File: src/rtl/pwm_multichannel_if.sv
// Write-only register bus for pwm_multichannel: one write per cycle, strobed by wr_en.
interface pwm_multichannel_if;
  logic       wr_en;
  logic [7:0] wr_addr;
  logic [7:0] wr_data;

  modport master (output wr_en, output wr_addr, output wr_data);
  modport slave  (input  wr_en, input  wr_addr, input  wr_data);
endinterface

File: src/rtl/pwm_multichannel.sv
// Multichannel PWM: shared prescaler and edge/center counter, per-channel duty compare,
// with duty/prescale/mode taking effect only at period boundaries.
module pwm_multichannel #(
  parameter int NUM_CH = 16,
  parameter int RES    = 8
) (
  input  logic              clk,
  input  logic              rst_n,
  pwm_multichannel_if.slave bus,
  output logic [NUM_CH-1:0] out,
  output logic              period_start
);

  typedef enum logic {DIR_UP = 1'b0, DIR_DOWN = 1'b1} dir_e;

  localparam logic [RES-1:0] CNT_MAX = {RES{1'b1}};
  localparam logic [RES-1:0] CNT_ONE = {{(RES-1){1'b0}}, 1'b1};

  logic [NUM_CH-1:0]          en_out_q, en_out_d;
  logic [NUM_CH-1:0]          en_pwm_q, en_pwm_d;
  logic [7:0]                 prescale_sh_q, prescale_sh_d;
  logic [7:0]                 prescale_act_q, prescale_act_d;
  logic                       mode_sh_q, mode_sh_d;
  logic                       mode_act_q, mode_act_d;
  logic [NUM_CH-1:0][RES-1:0] duty_sh_q, duty_sh_d;
  logic [NUM_CH-1:0][RES-1:0] duty_act_q, duty_act_d;
  logic [7:0]                 presc_cnt_q, presc_cnt_d;
  logic [RES-1:0]             cnt_q, cnt_d;
  dir_e                       dir_q, dir_d;
  logic [NUM_CH-1:0]          out_q, out_d;
  logic                       period_start_q, period_start_d;
  logic [NUM_CH-1:0]          pwm;
  logic                       tick;
  logic                       boundary;

  // Register bank decode; channel bits and duty slots beyond NUM_CH are simply never written.
  always_comb begin
    en_out_d      = en_out_q;
    en_pwm_d      = en_pwm_q;
    prescale_sh_d = prescale_sh_q;
    mode_sh_d     = mode_sh_q;
    duty_sh_d     = duty_sh_q;
    if (bus.wr_en) begin
      for (int b = 0; b < NUM_CH; b++) begin
        if (b < 8) begin
          if (bus.wr_addr == 8'h00) en_out_d[b] = bus.wr_data[b % 8];
          if (bus.wr_addr == 8'h02) en_pwm_d[b] = bus.wr_data[b % 8];
        end else begin
          if (bus.wr_addr == 8'h01) en_out_d[b] = bus.wr_data[b % 8];
          if (bus.wr_addr == 8'h03) en_pwm_d[b] = bus.wr_data[b % 8];
        end
      end
      if (bus.wr_addr == 8'h04) prescale_sh_d = bus.wr_data;
      if (bus.wr_addr == 8'h05) mode_sh_d = bus.wr_data[0];
      for (int i = 0; i < NUM_CH; i++) begin
        if (bus.wr_addr == 8'(8'h10 + i)) duty_sh_d[i] = bus.wr_data[RES-1:0];
      end
    end
  end

  // Center mode reverses at the top and ends the period on the tick that returns to zero.
  always_comb begin
    tick           = (presc_cnt_q == prescale_act_q);
    presc_cnt_d    = tick ? 8'd0 : presc_cnt_q + 8'd1;
    cnt_d          = cnt_q;
    dir_d          = dir_q;
    boundary       = 1'b0;
    prescale_act_d = prescale_act_q;
    mode_act_d     = mode_act_q;
    duty_act_d     = duty_act_q;
    if (tick) begin
      if (!mode_act_q) begin
        cnt_d    = cnt_q + CNT_ONE;
        boundary = (cnt_q == CNT_MAX);
      end else if (dir_q == DIR_UP) begin
        if (cnt_q == CNT_MAX) begin
          cnt_d = cnt_q - CNT_ONE;
          dir_d = DIR_DOWN;
        end else begin
          cnt_d = cnt_q + CNT_ONE;
        end
      end else begin
        cnt_d    = cnt_q - CNT_ONE;
        boundary = (cnt_q == CNT_ONE);
      end
    end
    if (boundary) begin
      cnt_d          = '0;
      dir_d          = DIR_UP;
      prescale_act_d = prescale_sh_q;
      mode_act_d     = mode_sh_q;
      duty_act_d     = duty_sh_q;
    end
  end

  always_comb begin
    pwm   = '0;
    out_d = '0;
    for (int i = 0; i < NUM_CH; i++) begin
      pwm[i]   = (duty_act_q[i] == CNT_MAX) || (cnt_q < duty_act_q[i]);
      out_d[i] = en_out_q[i] & (~en_pwm_q[i] | pwm[i]);
    end
    period_start_d = boundary;
  end

  always_ff @(posedge clk or negedge rst_n) begin
    if (!rst_n) begin
      en_out_q       <= '0;
      en_pwm_q       <= '0;
      prescale_sh_q  <= '0;
      prescale_act_q <= '0;
      mode_sh_q      <= 1'b0;
      mode_act_q     <= 1'b0;
      duty_sh_q      <= '0;
      duty_act_q     <= '0;
      presc_cnt_q    <= '0;
      cnt_q          <= '0;
      dir_q          <= DIR_UP;
      out_q          <= '0;
      period_start_q <= 1'b0;
    end else begin
      en_out_q       <= en_out_d;
      en_pwm_q       <= en_pwm_d;
      prescale_sh_q  <= prescale_sh_d;
      prescale_act_q <= prescale_act_d;
      mode_sh_q      <= mode_sh_d;
      mode_act_q     <= mode_act_d;
      duty_sh_q      <= duty_sh_d;
      duty_act_q     <= duty_act_d;
      presc_cnt_q    <= presc_cnt_d;
      cnt_q          <= cnt_d;
      dir_q          <= dir_d;
      out_q          <= out_d;
      period_start_q <= period_start_d;
    end
  end

  assign out          = out_q;
  assign period_start = period_start_q;

endmodule

File: src/flat_wrapper.sv
// flat-port wrapper written by rule: the top's interface ports become plain ports
module pwm_multichannel_flat 
#(
  parameter int NUM_CH = 16,
  parameter int RES    = 8
)
  (clk, rst_n, out, period_start, bus_wr_en, bus_wr_addr, bus_wr_data);
  pwm_multichannel_if bus_i ();
  input  logic clk;
  input  logic rst_n;
  output logic [NUM_CH-1:0] out;
  output logic period_start;
  input wire logic [$bits(bus_i.wr_en)-1:0] bus_wr_en;
  input wire logic [$bits(bus_i.wr_addr)-1:0] bus_wr_addr;
  input wire logic [$bits(bus_i.wr_data)-1:0] bus_wr_data;
  assign bus_i.wr_en = bus_wr_en;
  assign bus_i.wr_addr = bus_wr_addr;
  assign bus_i.wr_data = bus_wr_data;
  pwm_multichannel #(.NUM_CH(NUM_CH), .RES(RES)) u_core (.clk(clk), .rst_n(rst_n), .bus(bus_i), .out(out), .period_start(period_start));
endmodule
File: config.mk
export PLATFORM = sky130hd
export DESIGN_NAME = pwm_multichannel_flat
export DESIGN_NICKNAME = d
export VERILOG_FILES = /design/src/rtl/pwm_multichannel_if.sv /design/src/rtl/pwm_multichannel.sv /design/src/flat_wrapper.sv
export SDC_FILE = /design/constraint.sdc
export NUM_CORES = 1
export LEC_CHECK = 0
export ABC_AREA = 1
export CAP_MARGIN = 20
export CORE_ASPECT_RATIO = 2
export CORE_MARGIN = 1.5
export CORE_UTILIZATION = 30
export CTS_BUF_LIST = sky130_fd_sc_hd__clkbuf_8
export CTS_CLUSTER_DIAMETER = 40
export DETAILED_ROUTE_END_ITERATION = 10
export GPL_TIMING_DRIVEN = 0
export PLACE_DENSITY = 0.43
export REMOVE_ABC_BUFFERS = 1
export SETUP_SLACK_MARGIN = 0.4
export SLEW_MARGIN = 20
export SYNTH_ARGS = -nofsm -noshare
export SYNTH_HDL_FRONTEND = slang
export SYNTH_SLANG_ARGS = --single-unit
File: constraint.sdc
create_clock -name clk -period 3.7 [get_ports clk]
set_input_delay 0.37 -clock clk [delete_from_list [all_inputs] [get_ports clk]]
set_output_delay 0.37 -clock clk [all_outputs]
set_load 0.05 [all_outputs]
==> results.md, run 1 <==
- The run finished with clean final reports.
- Of the total synthesized cell area, the portion taken by XOR and XNOR cells is 0.585%.
- The setup check on the worst reg-to-reg path leaves a slack of 0.68 ns.
- In this run the worst path has a maximum fanout of 50.
- The via count is 12800.
- The clock skew is 0.0257 ns.
- The total area inside the core boundary comes to 0.0544 mm^2.
- The starting density of the core is 30.3%.
- The clock period could shrink to 3.02 ns.
- The final hold violation count is 0.
- The worst setup path is launched from a flip-flop.
- In the post-synthesis netlist, the biggest area contributors are sky130_fd_sc_hd__dfrtp_1 52%, sky130_fd_sc_hd__nand2_1 13%, sky130_fd_sc_hd__ha_1 8.8%.
- The synthesized netlist devotes 22.0% of its cell area to simple gates.
- Global routing finished with a remaining overflow of 0.
- The first-iteration detailed-routing DRC count is 553.
- The routed wirelength normalized by instance count is 18.6 um.
- The multiplexer share of the synthesized area is 0%.
- Summing every instance area after synthesis gives 0.0165 mm^2.
- Across the run, the number of max-cap violations was 0.
- For this run, design rule violations remaining after detail routing come to 0.
- The number of standard-cell rows in the floorplan is 121.
- The die outline width is 169 um.
- The critical register-to-register path startpoint is u_core.cnt_q[5].
- The post-route clock period utilization is 81.5%.
- The number of sinks handled by clock tree synthesis is 340.
- The post-synthesis share of cell area spent on full adders, half adders and majority gates is 8.82%.
- Clock-pin slew was measured on the worst setup and hold paths at 0.06 ns.
- The share of the yosys chip area belonging to registers is 51.7%.
- The number of detailed-routing iterations run before antenna repair is 5.
- The signal arrival time at the worst endpoint is 3.53 ns.
- The worst path setup slack after routing is 0.683 ns.
- Of the cells placed in the final design, the portion with a size suffix greater than 1 is 6.99%.
- The ratio of routed vias to standard cells is 4.86.
- Setup violations remaining at the end of the flow were counted as 0.
- By area, the combinational part of the netlist is dominated by simple AND/OR/NAND/NOR gates.
- The total die area is 0.0564 mm^2.
- The highest attainable clock frequency is 331 MHz.
- The maximum level of the CTS H-tree is 2.
- Entering global routing, the biggest net connects 98 pins.
- The maximum buffer depth of the clock tree is 3.
- The CTS root buffer is sky130_fd_sc_hd__clkbuf_8.
- The synthesized area divided by synthesized cell count is 8.74 um^2.
- For the final routed database, the setup TNS stands at 0 ns.
- At the end of the flow the core is filled with cells to 34.9%.
- The first global-routing pass estimated 74800 um of wire.
- From synthesis to final layout, the design area changed by 15.3%.
- The number of pins with negative max-slew slack in the final report was 0.
- The compound-cell area share of the yosys netlist is 11.0%.
- The later-pin clock latency in the skew report is 0.64 ns.
- The critical path is of the flip-flop to flip-flop type.
- After detailed routing, the total wire length is 48800 um.
- At the pin with the least slew margin, the transition time is 0.972 ns.
- Summing all placed instances gives a cell area of 0.0178 mm^2.
- For this run, the number of Yosys warnings is 0.
- The synthesized design devotes to its leading area cell type 51.7% of total area.
- The clock tree from TritonCTS is yes.
- Measured in cells, the most critical reg-to-reg path has a length of 13.
- The number of distinct library cells after synthesis is 34.
- The height of the chip is 334 um.
- At the placement stage, the worst setup path has a slack of 0.238 ns.
- The cell count after synthesis came out at 1884.
- The worst endpoint required time is 4.21 ns.
- The number of global-route vias before repair was 13000.
- The library cell occupying the most area in the post-synthesis netlist is sky130_fd_sc_hd__dfrtp_1.
- The worst-case vdd ir drop is 236 uV.
- The tightest min-delay check is of the input pin to asynchronous set/reset pin type.
- The worst setup path is captured at a flip-flop.
- The I/O pin count is 36.
- The congestion estimate from routability-driven global placement came to 0.802.
- The number of antenna violations at the first check in global routing is 1.
- For this design the ratio of total power to cell area is 400 mW/mm^2.
- Setup repair after global routing left no endpoint under its margin.
- Buffers inserted during clock tree synthesis total 52.
- In this run the static leakage power is 9.04 nW.
- The count of input and output buffers is 35.
- The number of fillers in the final layout is 5621.
- The buffer count from post-CTS setup fixing is 0.
- The endpoint of the lowest-slack register-to-register path is u_core.duty_act_q[82].
- The worst relative slew slack is 35.1%.
- Detailed placement finished with a half-perimeter wire length of 29800 um.
- The number of nets still failing antenna checks after routing is 0.
- Once layout is done, the placed cells without fillers occupy 0.0190 mm^2.
- The number of storage elements in the synthesis netlist is 340.
- The net count of the finished layout is 2046.
- The combined global-route utilization of all metal layers is 17.5%.
==> cell families (layout without fill, tap and decap cells) <==
logic type / Yosys count / in the layout
simple gates: 843 / 843
buf+inv: 244 / 305
xor+xnor: 11 / 11
other cells: 0 / 1
compound gates: 330 / 330
fa+ha+maj: 116 / 116
flops: 340 / 340
==> metrics by stage <==
stage               instances  hold slack (ns)  total power [mW]
floorplan                1797           0.0744              4.06
global placement         2508            0.463              4.25
detailed placement       2528            0.319              4.27
CTS                      2618            0.202              7.73
global route             2622            0.247              7.90
finish                   2622            0.236              7.58
==> power breakdown <==
| part | switching (mW) | leakage, nW | total, mW | internal (mW) |
|---|---|---|---|---|
| registers | 0.0467 | 4.66 | 3.86 | 3.82 |
| clock network | 1.55 | 0.613 | 3.39 | 1.85 |
| logic | 0.232 | 3.77 | 0.326 | 0.0945 |
==> registers in the layout, indices dropped and copies added, names as in the netlist <==
register and flops:
u_core.cnt_q 8, u_core.dir_q 1, u_core.duty_act_q 128, u_core.duty_sh_q 128
u_core.en_out_q 16, u_core.en_pwm_q 16, u_core.mode_act_q 1, u_core.mode_sh_q 1
u_core.out 16, u_core.period_start 1, u_core.presc_cnt_q 8, u_core.prescale_act_q 8
u_core.prescale_sh_q 8
==> metal layers <==
metal	track usage [%]	part of all wire [%]	up-vias
li1	-	-	6291
met1	19.9	41	6172
met2	33.1	53	208
met3	2.21	3.3	83
met4	5.79	2.6	0
met5	0	0	-
==> placed cells by master, fill, tap and decap left out, types with 2 or more instances in the layout <==
cell type                         netlist  layout
sky130_fd_sc_hd__a21boi_0              16      16
sky130_fd_sc_hd__a21oi_1               66      66
sky130_fd_sc_hd__buf_12                 0       8
sky130_fd_sc_hd__buf_16                 0      11
sky130_fd_sc_hd__buf_8                  0       2
sky130_fd_sc_hd__bufinv_16              0       5
sky130_fd_sc_hd__clkbuf_8               0      61
sky130_fd_sc_hd__clkdlybuf4s50_1        0      34
sky130_fd_sc_hd__clkinv_2               0       4
sky130_fd_sc_hd__dfrtp_1              340     333
sky130_fd_sc_hd__dfrtp_2                0       6
sky130_fd_sc_hd__ha_1                 116     116
sky130_fd_sc_hd__inv_1                155     160
sky130_fd_sc_hd__inv_2                  1       9
sky130_fd_sc_hd__inv_6                  0       5
sky130_fd_sc_hd__nand2_1              565     565
sky130_fd_sc_hd__nand2_2                9       7
sky130_fd_sc_hd__nand2_4                1       2
sky130_fd_sc_hd__nand3_1              156     156
sky130_fd_sc_hd__nand3_2                2       2
sky130_fd_sc_hd__nand4_1               60      60
sky130_fd_sc_hd__nor2_1                35      34
sky130_fd_sc_hd__nor2_2                 2       2
sky130_fd_sc_hd__nor2_4                 2       3
sky130_fd_sc_hd__nor3_1                 4       4
sky130_fd_sc_hd__nor3b_1                2       2
sky130_fd_sc_hd__o21a_1                46      46
sky130_fd_sc_hd__o21ai_0              134     134
sky130_fd_sc_hd__o21ai_1               66      66
sky130_fd_sc_hd__xnor2_1                9       9
sky130_fd_sc_hd__xor2_1                 2       2
==> worst max-delay path, cell delays in order, from the launching register on <==
cell and delay [ns]:
sky130_fd_sc_hd__dfrtp_4 0.62, sky130_fd_sc_hd__buf_16 0.22, sky130_fd_sc_hd__inv_1 0.10, sky130_fd_sc_hd__nand2_1 0.06, sky130_fd_sc_hd__nor2_1 0.19, sky130_fd_sc_hd__nand3_1 0.11, sky130_fd_sc_hd__nand2_1 0.13, sky130_fd_sc_hd__nand2_4 0.21
sky130_fd_sc_hd__inv_12 0.20, sky130_fd_sc_hd__buf_16 0.26, sky130_fd_sc_hd__nand2_8 0.26, sky130_fd_sc_hd__clkbuf_16 0.35, sky130_fd_sc_hd__nand2_1 0.11, sky130_fd_sc_hd__nand2_1 0.05
==> area by class of cell <==
type / count / area (um^2) / share of cell area [%]
diodes: 1 / 2.50 / 0.0132
multi-input cells: 1300 / 7000 / 36.9
repair buffers: 58 / 901 / 4.75
repair inverters: 2 / 17.5 / 0.0923
clock buffers: 61 / 840 / 4.42
inverters: 157 / 602 / 3.17
flip-flops and latches: 340 / 8520 / 44.9
clock inverters: 27 / 256 / 1.35
well taps: 676 / 846 / 4.46
==> how the worst max path moves through the flow <==
stage | start | endpoint | slack (ns) | depth (start not counted)
finish | u_core.cnt_q[5] | u_core.duty_act_q[82] | 0.68 | 13
floorplan | u_core.presc_cnt_q[0] | u_core.duty_act_q[72] | -4.92 | 5
global route | u_core.cnt_q[5] | u_core.duty_act_q[41] | 0.51 | 13
global placement | u_core.presc_cnt_q[1] | u_core.duty_act_q[74] | -13.51 | 5
CTS | u_core.cnt_q[5] | u_core.duty_act_q[1] | 0.45 | 13
detailed placement | u_core.cnt_q[5] | u_core.duty_act_q[71] | 0.24 | 13
==> timing repair <==
action,CTS,global route
gates cloned,1,3
hold endpoints to repair,47,0
gates resized for setup,2,2
endpoints found under the setup margin,97,97
hold buffers,1,0
==> synth_stat cells, drive strengths merged <==
cell,count
clkbuf,51
clkinv,1
nand2,575
xor2,2
dfrtp,340
nand3,158
a21boi,16
ha,116
nor3b,3
o21bai,1
a21oi,66
a31oi,1
o21a,46
nor2,39
and3,1
o21ai,200
or2,2
nor3,5
buf,36
xnor2,9
inv,156
nand4,60
Note: power is estimated with default switching activity, not from simulation.
==> run 2, diff against run 1 <==
Settings changed: PLACE_DENSITY 0.43 to 0.45.
Clock period 3.7 ns to 2.7 ns, I/O delays scaled along.
==> run 2 against run 1 <==
Net effect:
- routed wire length grew 1.8%
- clock-buffer cell count grew 7
- first-iteration DRC count grew 40%
- flip-flop and latch count is the same
- clock skew grew 0.0050 ns
- non-clock buffer count grew 25
- worst setup slack lost 0.19 ns
- combinational power grew 36%
- sequential power grew 37%
- hold slack lost 0.039 ns
==> results.md, run 2 (same netlist as run 1, synthesis figures left out) <==
- The number of design rule violations left after detail routing is 0 (unchanged).
- The signal arrival time at the worst endpoint is 2.70 ns (was 3.53 ns).
- The leakage power total is 9.26 nW (was 9.04 nW).
- The worst relative slew slack is 38.0% (was 35.1%).
- The number of sinks handled by clock tree synthesis is 340 (unchanged).
- The height of the chip is 334 um (unchanged).
- The combinational group share of total power came to 4.3% (about the same).
- The worst endpoint required time is 3.20 ns (was 4.21 ns).
- The combined global-route utilization of all metal layers is 18.2% (was 17.5%).
- The number of antenna violations at the first check in global routing is 3 (was 1).
- The clock tree from TritonCTS is yes (unchanged).
- The critical path buffer and inverter count is 5 (unchanged).
- The total chip power was 10.3 mW (was 7.58 mW).
- The overall overflow remaining after global route came to 0 (unchanged).
- The register-to-register setup slack is 0.50 ns (was 0.68 ns).
- The aggregate routed wire length is 49700 um (was 48800 um).
- The final critical delay including setup and external delays was 2.20 ns (was 3.02 ns).
- The commonest non-fill, non-tap cell in the layout is sky130_fd_sc_hd__nand2_1 (unchanged).
- The starting density of the core is 30.3% (unchanged).
- Commonest cells after routing, fill and taps aside: 563 x sky130_fd_sc_hd__nand2_1, 332 x sky130_fd_sc_hd__dfrtp_1, 161 x sky130_fd_sc_hd__inv_1 (was 565 x sky130_fd_sc_hd__nand2_1, 333 x sky130_fd_sc_hd__dfrtp_1, 160 x sky130_fd_sc_hd__inv_1).
- The HPWL reported at the end of detailed placement came to 29100 um (was 29800 um).
- The power spent charging and discharging nets came to 2.53 mW (was 1.83 mW).
- The kind of end point of the critical path is a flip-flop (unchanged).
- The cell type with the highest occurrence count on the critical path is sky130_fd_sc_hd__buf_16 (was sky130_fd_sc_hd__nand2_1).
- The number of standard-cell rows in the floorplan is 121 (unchanged).
- The post-route clock period utilization is 81.5% (about the same).
- The class of the tightest hold or removal check is input pin to asynchronous set/reset pin (unchanged).
- The register area was 0.00853 mm^2 (was 0.00852 mm^2).
- The critical register-to-register path startpoint is u_core.cnt_q[1] (was u_core.cnt_q[5]).
- The endpoint of the lowest-slack register-to-register path is u_core.duty_act_q[30] (was u_core.duty_act_q[82]).
- The area added between synthesis and finish is 17.9% (was 15.3%).
- The register share of total power is 51.2% (was 50.9%).
- The transition at the pin with the smallest max-transition slack is 0.928 ns (was 0.972 ns).
- Largest registers: u_core.duty_act_q x128, u_core.duty_sh_q x128 (unchanged).
- The later-pin clock latency in the skew report came to 0.63 ns (was 0.64 ns).
- The stage delay of the slowest cell on the critical path is 0.50 ns (was 0.62 ns).
- The routability-driven placement congestion ratio is 0.822 (was 0.802).
- The clock skew is 0.0307 ns (was 0.0257 ns).
- The final setup violation count came to 0 (unchanged).
- The startpoint-to-endpoint class of the critical path is flip-flop to flip-flop (unchanged).
- The highest attainable clock frequency was 454 MHz (was 331 MHz).
- The number of pins with negative max-slew slack in the final report is 0 (unchanged).
- The number of detailed-routing iterations run before antenna repair was 5 (unchanged).
- The critical-path cell with the highest stage delay is sky130_fd_sc_hd__dfrtp_4 (unchanged).
- Critical-path cell list: buf_16 > inv_2 > ha_1 > and3_1 > nand3_1 > nand2_2 > nand2_8 > inv_12 > buf_16 > nand2_8 > buf_16 > nand2_1 > nand2_1 (was buf_16 > inv_1 > nand2_1 > nor2_1 > nand3_1 > nand2_1 > nand2_4 > inv_12 > buf_16 > nand2_8 > clkbuf_16 > nand2_1 > nand2_1).
- The maximum net fanout on the critical path was 48 (was 50).
- The die outline width came to 169 um (unchanged).
- RSZ-0062 raised after global routing: no (unchanged).
- The pin count of the biggest net entering global routing is 99 (was 98).
- The ratio of routed vias to standard cells is 4.84 (was 4.86).
- The element type at the critical path start is a flip-flop (unchanged).
- The final worst hold slack is 0.197 ns (was 0.236 ns).
- The clock slew at the register clock pins of the worst setup and hold paths is 0.07 ns (was 0.06 ns).
- The I/O pin count is 36 (unchanged).
- The internal power component came to 7.81 mW (was 5.76 mW).
- The maximum buffer depth of the clock tree came to 3 (unchanged).
- The count of input and output buffers is 35 (unchanged).
- The CTS root buffer is sky130_fd_sc_hd__clkbuf_8 (unchanged).
- The total power per unit cell area was 533 mW/mm^2 (was 400 mW/mm^2).
- The number of fillers in the final layout is 5549 (was 5621).
- The global-route wire length before repair was 77200 um (was 74800 um).
- The placeable core region is 0.0544 mm^2 (unchanged).
- The total die area is 0.0564 mm^2 (unchanged).
- The number of global-route vias before repair is 13100 (was 13000).
- The proportion of power drawn by the clock network is 44.5% (was 44.8%).
- The via count is 12900 (was 12800).
- The share of cells above drive strength 1 is 8.84% (was 6.99%).
- The max capacitance violation total is 0 (unchanged).
- Run status: completed (unchanged).
- The net count of the finished layout was 2073 (was 2046).
- The number of nets still failing antenna checks after routing was 0 (unchanged).
- The worst-case vdd ir drop is 298 uV (was 236 uV).
- The cell class contributing the biggest share of worst-path delay is buffers and inverters (unchanged).
- The switching part of the total power is 24.5% (was 24.1%).
- The routed wirelength normalized by instance count is 18.7 um (was 18.6 um).
- The number of buffers inserted during clock tree synthesis is 52 (unchanged).
- The path depth of the worst reg2reg path was 13 (unchanged).
- The first-iteration detailed-routing DRC count was 773 (was 553).
- The maximum level of the CTS H-tree is 2 (unchanged).
- The final hold violation count is 0 (unchanged).
- The area used by multi-input combinational logic is 0.00705 mm^2 (was 0.00700 mm^2).
==> run 2: changes by cell type in the layout (fill, tap and decap cells not counted), sizes merged <==
| cell | previous run | this run |
|---|---|---|
| buf | 21 | 45 |
| bufbuf | 1 | 3 |
| bufinv | 5 | 2 |
| clkbuf | 62 | 68 |
| clkinv | 5 | 7 |
| clkinvlp | 1 | 3 |
| inv | 175 | 174 |
| nand2 | 575 | 577 |
==> run 2: area by class of cell <==
cell class / instances / share of cell area (%)
Antenna cell: 1 / 0.0129
Clock buffer: 68 / 4.82
Clock inverter: 27 / 0.916
Inverter: 157 / 3.10
Multi-Input combinational cell: 1302 / 36.3
Sequential cell: 340 / 44.0
Tap cell: 676 / 4.36
Timing Repair Buffer: 83 / 6.39
Timing Repair inverter: 2 / 0.0903
==> run 2: worst max path at each step <==
| stage | start | endpoint | slack [ns] | depth (start not counted) |
|---|---|---|---|---|
| floorplan | u_core.presc_cnt_q[0] | u_core.duty_act_q[72] | -5.92 | 5 |
| global placement | rst_n | u_core.duty_act_q[118] | -14.03 | 1 |
| detailed placement | u_core.cnt_q[1] | u_core.duty_act_q[67] | -0.84 | 13 |
| CTS | u_core.cnt_q[1] | u_core.duty_act_q[87] | 0.44 | 13 |
| global route | u_core.cnt_q[2] | u_core.duty_act_q[29] | 0.40 | 13 |
| finish | u_core.cnt_q[1] | u_core.duty_act_q[30] | 0.50 | 13 |
==> run 2: per-layer routing <==
layer | routed length (um) | up-vias | global-route usage [%] | part of all wire, %
met5 | 12 | - | 0 | 0.024
met4 | 1860 | 2 | 7.79 | 3.7
met3 | 1720 | 101 | 2.26 | 3.5
met2 | 26400 | 232 | 34.2 | 53
met1 | 19700 | 6167 | 20.5 | 40
li1 | - | 6366 | - | -
==> run 2: power by group through the flow <==
stage	logic, mW	registers (mW)	clock network (mW)
after global placement	0.425	5.40	0
final	0.444	5.30	4.60
after floorplan	0.146	5.41	0
after detailed placement	0.453	5.39	0
after CTS	0.455	5.29	4.79
after global routing	0.504	5.31	4.98
==> run 2: stage by stage <==
step	setup WS [ns]	cells	util (%)	cell area [um^2]	TNS (ns)
2_1_floorplan	-5.92	1797	-	16100	-850.77
3_3_place_gp	-14.03	2508	31.8	17300	-6755.41
3_5_place_dp	-0.839	2527	32.7	17800	-98.37
4_1_cts	0.437	2652	35.6	19400	0
5_1_grt	0.400	2656	35.7	19400	0
6_report	0.498	2656	35.7	19400	0
==> run 2: timing repair <==
action / CTS / global route
cloned: 11 / 0
hold buffers: 1 / 0
endpoints found under the hold margin: 69 / 0
pin swaps: 4 / 1
setup endpoints to repair: 137 / 102
setup buffers: 18 / 2
gates resized for setup: 18 / 4
==> run 3, diff against run 2 <==
Settings changed: PLACE_DENSITY 0.45 to 0.43.
Clock period 2.7 ns to 2.3 ns, I/O delays scaled along.
==> run 3 against run 2 <==
Net effect:
- routed wire length up 15%
- via count grew 7.4%
- worst setup slack got worse by 0.29 ns
- die area is the same
- sequential share of layout area is 4.5 points lower
- flip-flop and latch count unchanged
- clock power grew 19%
- final cell count up 2.7%
- combinational power increased by 18%
- maximum frequency is 5.1% higher
- critical path depth up 2
- utilization up 4.1 points
- critical endpoint is now u_core.duty_act_q[1]
==> results.md, run 3 (same netlist as run 1, synthesis figures left out) <==
- The transition at the pin with the smallest max-transition slack is 0.912 ns (was 0.928 ns).
- The startpoint-to-endpoint class of the critical path is flip-flop to flip-flop (unchanged).
- The element type at the critical path start is a flip-flop (unchanged).
- The worst endpoint required time is 2.82 ns (was 3.20 ns).
- The final worst hold slack was 0.0879 ns (was 0.197 ns).
- The global-route wire length before repair is 85100 um (was 77200 um).
- The final critical delay including setup and external delays is 2.10 ns (was 2.20 ns).
- The endpoint of the lowest-slack register-to-register path is u_core.duty_act_q[1] (was u_core.duty_act_q[30]).
- The routed length on met3 is 1960 um (was 1720 um).
- The CTS root buffer is sky130_fd_sc_hd__clkbuf_8 (unchanged).
- The number of standard-cell rows in the floorplan is 121 (unchanged).
- Critical-path cell list: buf_16 > inv_6 > nand2_2 > nor2_4 > nand3_4 > nand2_4 > nand2_8 > inv_16 > buf_16 > buf_12 > nand2_8 > buf_12 > buf_16 > nand2_2 > nand2_1 (was buf_16 > inv_2 > ha_1 > and3_1 > nand3_1 > nand2_2 > nand2_8 > inv_12 > buf_16 > nand2_8 > buf_16 > nand2_1 > nand2_1).
- The number of sinks handled by clock tree synthesis came to 340 (unchanged).
- The max capacitance violation total is 0 (unchanged).
- The total chip power is 12.2 mW (was 10.3 mW).
- RSZ-0062 raised after global routing: yes (was no).
- The aggregate routed wire length is 57200 um (was 49700 um).
- The HPWL reported at the end of detailed placement was 29800 um (was 29100 um).
- The worst relative slew slack came to 39.1% (was 38.0%).
- The count of input and output buffers came to 35 (unchanged).
- The clock skew is 0.0274 ns (was 0.0307 ns).
- The number of nets still failing antenna checks after routing was 0 (unchanged).
- The area added between synthesis and finish is 31.3% (was 17.9%).
- The later-pin clock latency in the skew report is 0.65 ns (was 0.63 ns).
- The pin count of the biggest net entering global routing came to 87 (was 99).
- The starting density of the core was 30.3% (unchanged).
- The clock slew at the register clock pins of the worst setup and hold paths is 0.06 ns (was 0.07 ns).
- The number of antenna violations at the first check in global routing came to 1 (was 3).
- The maximum net fanout on the critical path came to 7 (was 48).
- The class of the tightest hold or removal check is input pin to asynchronous set/reset pin (unchanged).
- The cell area after layout was 0.0216 mm^2 (was 0.0194 mm^2).
- Largest registers: u_core.duty_act_q x128, u_core.duty_sh_q x128 (unchanged).
- The leakage power total is 10.1 nW (was 9.26 nW).
- The post-route clock period utilization came to 91.1% (was 81.5%).
- The total met2 wirelength after detailed routing is 31700 um (was 26400 um).
- The placeable core region is 0.0544 mm^2 (unchanged).
- The height of the chip is 334 um (unchanged).
- The cell type with the highest occurrence count on the critical path is sky130_fd_sc_hd__buf_16 (unchanged).
- The worst-case vdd ir drop is 379 uV (was 298 uV).
- The signal arrival time at the worst endpoint is 2.61 ns (was 2.70 ns).
- The routed wirelength normalized by instance count is 21.0 um (was 18.7 um).
- The die outline width is 169 um (unchanged).
- The commonest non-fill, non-tap cell in the layout is sky130_fd_sc_hd__nand2_1 (unchanged).
- The number of pins with negative max-slew slack in the final report is 0 (unchanged).
- The number of design rule violations left after detail routing came to 0 (unchanged).
- The ratio of routed vias to standard cells is 5.07 (was 4.84).
- The total placed instance area was 0.0178 mm^2 (about the same).
- The routability-driven placement congestion ratio is 0.802 (was 0.822).
- The stage delay of the slowest cell on the critical path is 0.50 ns (about the same).
- The maximum buffer depth of the clock tree is 3 (unchanged).
- The total power per unit cell area is 566 mW/mm^2 (was 533 mW/mm^2).
- The critical path endpoint is u_core.duty_act_q[1] (was u_core.duty_act_q[30]).
- The combined global-route utilization of all metal layers came to 20.4% (was 18.2%).
- The share of cells above drive strength 1 is 20.9% (was 8.84%).
- The kind of end point of the critical path is a flip-flop (unchanged).
- The core utilization of the finished layout is 39.8% (was 35.7%).
- The via count is 13800 (was 12900).
- The I/O pin count came to 36 (unchanged).
- The net count of the finished layout is 2151 (was 2073).
- Commonest cells after routing, fill and taps aside: 446 x sky130_fd_sc_hd__nand2_1, 330 x sky130_fd_sc_hd__dfrtp_1, 154 x sky130_fd_sc_hd__inv_1 (was 563 x sky130_fd_sc_hd__nand2_1, 332 x sky130_fd_sc_hd__dfrtp_1, 161 x sky130_fd_sc_hd__inv_1).
- The highest attainable clock frequency is 477 MHz (was 454 MHz).
- The path depth of the worst reg2reg path is 15 (was 13).
- The number of global-route vias before repair is 13900 (was 13100).
- The final standard cell count with taps included and fillers excluded came to 2727 (was 2656).
- The routed metal-1 wire length came to 21300 um (was 19700 um).
- The total instance count after detailed placement came to 2528 (was 2527).
- The number of detailed-routing iterations run before antenna repair is 5 (unchanged).
- The final hold violation count is 0 (unchanged).
- The first-iteration detailed-routing DRC count is 681 (was 773).
- The number of buffers inserted during clock tree synthesis is 52 (unchanged).
- The critical register-to-register path startpoint is u_core.cnt_q[5] (was u_core.cnt_q[1]).
- The clock tree from TritonCTS is yes (unchanged).
- The overall overflow remaining after global route is 0 (unchanged).
- The maximum level of the CTS H-tree was 2 (unchanged).
- The final setup violation count came to 0 (unchanged).
- Run status: completed (unchanged).
- The register-to-register setup slack came to 0.20 ns (was 0.50 ns).
- The critical-path cell with the highest stage delay is sky130_fd_sc_hd__dfrtp_4 (unchanged).
- The highest routing layer actually used is met4 (was met5).
- The total die area was 0.0564 mm^2 (unchanged).
- The startpoint of the worst setup timing path is u_core.cnt_q[5] (was u_core.cnt_q[1]).
-- run 3: cell types whose count changed in the layout (fill, tap and decap cells not counted), sizes merged --
cell / change
dlygate4sd2: +17
clkbuf: -5
buf: +71
bufinv: +3
clkinvlp: -2
clkdlybuf4s50: -17
nand2: +4
-- run 3: layout make-up --
class / instances / area [um^2]
Clock buffer: 61 / 840
Sequential cell: 340 / 8530
Clock inverter: 27 / 256
Timing Repair inverter: 3 / 33.8
Timing Repair Buffer: 156 / 2540
Fill cell: 5413 / 32700
Tap cell: 676 / 846
Antenna cell: 1 / 2.50
Multi-Input combinational cell: 1306 / 7910
Inverter: 157 / 646
-- run 3: how the worst min path moves through the flow --
stage	start	end	slack [ns]
finish	rst_n	u_core.duty_sh_q[118]	0.09
global placement	u_core.en_out_q[9]	u_core.en_out_q[9]	0.46
CTS	rst_n	u_core.duty_sh_q[112]	0.06
floorplan	rst_n	u_core.cnt_q[0]	-0.07
global route	rst_n	u_core.duty_sh_q[118]	0.10
detailed placement	rst_n	u_core.duty_sh_q[118]	0.18
-- run 3: power by group --
part	leakage, nW	internal, mW	switching [mW]
Combinational	4.80	0.143	0.379
Sequential	4.66	6.14	0.0854
Clock	0.613	2.97	2.52
-- run 3: worst max-delay path: cells and delay by family, from the launching register on --
family / cells / cell delay [ns]
simple gates: 8 / 0.65
flops: 1 / 0.50
buf+inv: 7 / 0.80
-- run 3: metrics by stage --
| step | TNS [ns] | setup slack, ns |
|---|---|---|
| 2_1_floorplan | -912.77 | -6.32 |
| 3_3_place_gp | -7089.77 | -14.91 |
| 3_5_place_dp | -156.60 | -1.16 |
| 4_1_cts | 0 | 0.205 |
| 5_1_grt | 0 | 0.154 |
| 6_report | 0 | 0.205 |
-- run 3: routing by layer --
layer  vias up  global-route usage, %
met5         -                      0
met4         0                   7.85
met3       151                   2.64
met2       334                   39.5
met1      6792                   22.1
li1       6540                      -
-- run 3: what timing repair did --
action | CTS | global route
hold endpoints to repair | 210 | 0
pin swaps | 55 | 35
setup buffers | 52 | 13
setup endpoints to repair | 186 | 210
gates cloned | 39 | 5
gates resized for setup | 199 | 136
hold buffers | 1 | 0
